### src/rtl/mem_arbiter_pkg.sv
// Shared constants and FSM encoding for the node-memory arbiter.
package mem_arbiter_pkg;

  localparam int WORD_WIDTH = 16;
  localparam int MEM_DEPTH  = 1024;
  localparam int MEM_WIDTH  = 8;

  typedef enum logic [1:0] {
    IDLE = 2'd0,
    OWN  = 2'd1,
    REL  = 2'd2
  } arb_state_t;

endpackage

### src/rtl/mem_arbiter_rr_pick.sv
// Round-robin priority encoder: first asserted request at or above ptr, wrapping.
module rr_pick #(
  parameter int NUM_REQ = 4,
  parameter int PTR_W   = 2
) (
  input  logic [NUM_REQ-1:0] req,
  input  logic [PTR_W-1:0]   ptr,
  output logic [PTR_W-1:0]   owner,
  output logic               any_req
);

  always_comb begin
    int unsigned idx;
    owner   = '0;
    any_req = 1'b0;
    idx     = 0;
    for (int unsigned i = 0; i < NUM_REQ; i++) begin
      idx = (32'(ptr) + i) % NUM_REQ;
      if (!any_req && req[idx]) begin
        any_req = 1'b1;
        owner   = PTR_W'(idx);
      end
    end
  end

endmodule

### src/rtl/mem_arbiter.sv
// Round-robin arbiter with bounded ownership for the single-port node memory,
// with a read-valid delay line matching the memory read latency.
module mem_arbiter #(
  parameter int NUM_REQ    = 4,
  parameter int WORD_WIDTH = mem_arbiter_pkg::WORD_WIDTH,
  parameter int MAX_HOLD   = 16,
  parameter int RD_LATENCY = 1
) (
  input  logic                           clock,
  input  logic                           reset,
  input  logic [NUM_REQ-1:0]             req,
  input  logic [NUM_REQ-1:0]             req_wr_en,
  input  logic [NUM_REQ*WORD_WIDTH-1:0]  req_addr,
  input  logic [NUM_REQ*WORD_WIDTH-1:0]  req_wdata,
  output logic [NUM_REQ-1:0]             gnt,
  output logic [NUM_REQ-1:0]             rvalid,
  output logic [WORD_WIDTH-1:0]          rdata,
  output logic [WORD_WIDTH-1:0]          mem_address,
  output logic                           mem_wr_en,
  output logic [WORD_WIDTH-1:0]          mem_data_in,
  input  logic [WORD_WIDTH-1:0]          mem_data_out
);

  import mem_arbiter_pkg::*;

  localparam int PTR_W = (NUM_REQ > 1) ? $clog2(NUM_REQ) : 1;
  localparam int CNT_W = $clog2(MAX_HOLD + 1);
  localparam logic [CNT_W-1:0] HOLD_LAST = CNT_W'(MAX_HOLD - 1);
  localparam logic [PTR_W-1:0] LAST_IDX  = PTR_W'(NUM_REQ - 1);

  arb_state_t          state;
  logic [PTR_W-1:0]    ptr;
  logic [PTR_W-1:0]    owner;
  logic [PTR_W-1:0]    pick;
  logic [CNT_W-1:0]    hold_cnt;
  logic                any_req;
  logic                qual;
  logic [NUM_REQ-1:0]  rd_pipe [RD_LATENCY];

  rr_pick #(
    .NUM_REQ (NUM_REQ),
    .PTR_W   (PTR_W)
  ) u_pick (
    .req     (req),
    .ptr     (ptr),
    .owner   (pick),
    .any_req (any_req)
  );

  assign qual        = gnt[owner] & req[owner];
  assign mem_address = req_addr[owner*WORD_WIDTH +: WORD_WIDTH];
  assign mem_data_in = req_wdata[owner*WORD_WIDTH +: WORD_WIDTH];
  assign mem_wr_en   = qual & req_wr_en[owner];
  assign rvalid      = rd_pipe[RD_LATENCY-1];
  assign rdata       = mem_data_out;

  always_ff @(posedge clock or negedge reset) begin
    if (!reset) begin
      state    <= IDLE;
      ptr      <= '0;
      owner    <= '0;
      hold_cnt <= '0;
      gnt      <= '0;
    end else begin
      case (state)
        IDLE: begin
          if (any_req) begin
            owner <= pick;
            gnt   <= NUM_REQ'(1) << pick;
            state <= OWN;
          end
        end
        OWN: begin
          if (!qual) begin
            gnt   <= '0;
            state <= REL;
          end else begin
            hold_cnt <= hold_cnt + 1'b1;
            // the access that hits the limit still completes this cycle
            if (hold_cnt == HOLD_LAST) begin
              gnt   <= '0;
              state <= REL;
            end
          end
        end
        REL: begin
          hold_cnt <= '0;
          ptr      <= (owner == LAST_IDX) ? '0 : owner + 1'b1;
          state    <= IDLE;
        end
        default: state <= IDLE;
      endcase
    end
  end

  // gnt is one-hot on the owner, so it doubles as the per-client read tag
  always_ff @(posedge clock or negedge reset) begin
    if (!reset) begin
      for (int unsigned i = 0; i < RD_LATENCY; i++) rd_pipe[i] <= '0;
    end else begin
      rd_pipe[0] <= {NUM_REQ{qual & ~req_wr_en[owner]}} & gnt;
      for (int unsigned i = 1; i < RD_LATENCY; i++) rd_pipe[i] <= rd_pipe[i-1];
    end
  end

endmodule

### config.mk
export PLATFORM = sky130hd
export DESIGN_NAME = mem_arbiter
export DESIGN_NICKNAME = d
export VERILOG_FILES = /design/src/rtl/mem_arbiter_pkg.sv /design/src/rtl/mem_arbiter_rr_pick.sv /design/src/rtl/mem_arbiter.sv
export SDC_FILE = /design/constraint.sdc
export NUM_CORES = 1
export LEC_CHECK = 0
export CAP_MARGIN = 0
export CELL_PAD_IN_SITES_DETAIL_PLACEMENT = 0
export CELL_PAD_IN_SITES_GLOBAL_PLACEMENT = 1
export CORE_AREA = 3 3 106 108
export CTS_CLUSTER_DIAMETER = 30
export DETAILED_ROUTE_END_ITERATION = 10
export DIE_AREA = 0 0 109 111
export PLACE_DENSITY_LB_ADDON = 0.1
export SLEW_MARGIN = 5
export SYNTH_ARGS = -nofsm -noshare
export SYNTH_HDL_FRONTEND = slang
export SYNTH_HIERARCHICAL = 1
export SYNTH_SLANG_ARGS = --single-unit
### constraint.sdc
create_clock -name clock -period 2.4 [get_ports clock]
set_input_delay 0.24 -clock clock [delete_from_list [all_inputs] [get_ports clock]]
set_output_delay 0.24 -clock clock [all_outputs]
set_load 0.02 [all_outputs]
==> flow_metrics.py <==
metrics = {
    "place": {
        "port-buffer-count": 178,
        "gp_congestion": 0.8069,
        "place_ws_ns": 0.09406,
        "dp_hpwl_mm": 7.582,
    },
    "sta": {
        "clock.fmax_ghz": 0.4402,
        "fin_crit_ns": 2.272,
        "tightest_slew_ns": 0.6011,
        "fin_ws_ns": 0.1281,
        "fin_skew_ns": 0.004475,
        "drv_slew": 0,
        "rsz0062_at_grt": "no",
        "setup_viol": 0,
        "setup_tns_ns": 0,
        "hold_violations": 0,
        "fin_crit_sh": 0.9466,
        "relSlewSlack": 0.5980,
    },
    "clock_network": {
        "cts_buffers": 3,
        "cts_sinks": 19,
        "cts.path.max_buffers": 2,
        "tritoncts": "yes",
        "cts_root_buf": "clkbuf_8",
        "htreeDepth": 1,
        "worstSkewPairLatency_ns": 0.25,
        "path_clk_slew_ns": 0.07,
    },
    "final_layout": {
        "syn_to_final_growth_pct": 99.10,
        "final_layout_size_suffix_gt1_frac": 0.1545,
        "fin_nets": 488,
        "n_antenna_cell": 0,
    },
    "worst_setup_path": {
        "crit_type": "flip-flop to output port",
        "startpoint_type": "flip-flop",
        "cp-end-kind": "output port",
        "arrival_ns": 2.03,
        "crit_fanout": 21,
        "cp_data_required_time_ns": 2.16,
        "r2r_slack_ns": 0.52,
    },
    "logic_synthesis": {
        "synth_most_common_cell": "mux4_2",
        "yosys-top-cells-count": "34 x mux4_2, 19 x dfrtp_1, 16 x buf_4",
        "synth-edff-count": 0,
        "synth_warnings": 6,
        "synth-seq-cells": 19,
        "avgSynthCellArea_um2": 11.55,
        "synth_top_area_share": 0.3923,
        "async_flop_share": 1.000,
        "synth_area_leaders": "mux4_2 39%, dfrtp_1 24%, buf_4 6.2%",
        "ys_seq_area_frac": 0.2436,
        "synth_ff_type": "dfrtp_1",
        "synth_area_leader_cell": "mux4_2",
        "ys_types": 33,
        "synth_cells": 169,
        "syn_nets": 326,
        "synth_area_um2": 1952,
    },
    "route": {
        "drt_pass1_iterations": 4,
        "wire_per_inst_um": 18.90,
        "ant_nets": 0,
        "drt_wl_total_mm": 8.807,
        "vias": 2073,
        "viasPerCell": 4.448,
        "route.detailed.drc": 0,
        "drtIter0Drc": 70,
    },
    "power_and_ir_drop": {
        "p_leak_uw": 0.001481,
        "p_per_area_nw_per_um2": 900.3,
        "peakVddDrop_mv": 0.3606,
    },
    "global_routing": {
        "grt_pass1_wl_mm": 12.90,
        "grt_start_max_net_pins": 36,
        "grt_overflow_total": 0,
        "grt_pass1_vias": 2239,
        "grt.total_usage": 0.1407,
        "antenna_found_initial": 0,
    },
    "floorplanning": {
        "die_w_um": 109,
        "core_um2": 10320,
        "dieArea_um2": 12100,
        "ios": 211,
        "start_util": 0.1891,
        "rows": 37,
        "die_h_um": 111,
    },
    "flow_run": {
        "max_cap_violations": 0,
    },
    "min_path": {
        "hp-class": "input port to async pin",
    },
    "outcome": {
        "status": "finished, final reports clean",
    },
}
where the power goes:
group,internal (µW),switching (µW)
clock,118,100
combinational,1490,1170
sequential,424,198
total,2040,1460
metal layers:
metal / track usage / share of wire / vias up
met3: 0.04892 / 0.084 / 6
met5: 0 / 0 / -
met1: 0.1423 / 0.33 / 995
li1: - / - / 974
met2: 0.2748 / 0.57 / 98
met4: 0.02020 / 0.0079 / 0
placed cells by master (no fill, tap or decap), drive strengths merged:
master / n
dlymetal6s2s: 5
dfrtp: 19
inv: 9
nand3: 5
o311ai: 3
a22o: 1
nor2: 7
nand2b: 3
nand2: 13
nor3: 2
nor2b: 2
o32ai: 1
a221o: 3
a2bb2oi: 1
clkdlybuf4s50: 173
or3: 2
and4b: 1
o21ai: 6
o31ai: 1
a21oi: 7
and2: 6
a31o: 1
ha: 3
mux2: 3
and3: 1
or3b: 1
o211ai: 3
mux4: 34
or4: 2
clkbuf: 4
buf: 7
o221ai: 1
flip-flops by register name, summed over array words and instances (netlist names):
name and flops:
hold_cnt 5, ptr 2, owner 2, rvalid 4
gnt 4, state 2
final timing paths:
| kind | start | endpoint | cells past startpoint |
|---|---|---|---|
| setup / recovery | owner[0] | mem_address[9] | 3 |
| hold / removal | reset | ptr[0] | 1 |
| setup reg to reg | gnt[1] | hold_cnt[3] | 5 |
| hold reg to reg | hold_cnt[3] | hold_cnt[3] | 2 |
| max in group asynchronous | reset | hold_cnt[2] | 2 |
| min in group clock | mem_data_out[14] | rdata[14] | 0 |
metrics by stage:
stage                     instances  hold WS (ns)  area, µm²  total power, µW  utilization
after detailed placement        461        0.4802       3809             3315       0.3689
after global routing            466        0.4087       3886             3732       0.3764
after floorplan                 169      -0.05559       1952             2156            -
after global placement          461        0.4802       3809             3332       0.3689
final                           466        0.3662       3886             3499       0.3764
after CTS                       465        0.3750       3854             3559       0.3733
critical path: stages, from the launching register on:
cell and delay (ns):
dfrtp_2 0.45, buf_12 0.22, mux4_2 0.51, clkdlybuf4s50_1 0.59
timing repair:
item	CTS	global route
resized for setup	0	5
buffers inserted	0	1
setup endpoints to repair	0	14
hold buffers	0	0
logic make-up (layout without fill, tap and decap cells):
kind of cell	Yosys count	in the layout	synth area share
adders and majority gates	3	3	0.01923
buffers and inverters	37	198	0.1090
DFF	19	19	0.2436
AOI/OAI and AO/OA	28	28	0.1000
muxes	37	37	0.4096
and+or+nand+nor	45	45	0.1186
final cells by class:
cell class	instances	area (µm²)
Clock buffer	4	45.04
Fill cell	1017	6437
Inverter	9	33.78
Multi-Input combinational cell	113	1264
Sequential cell	19	476.7
Tap cell	136	170.2
Timing Repair Buffer	185	1897
Note: power is estimated with default switching activity, not from simulation.
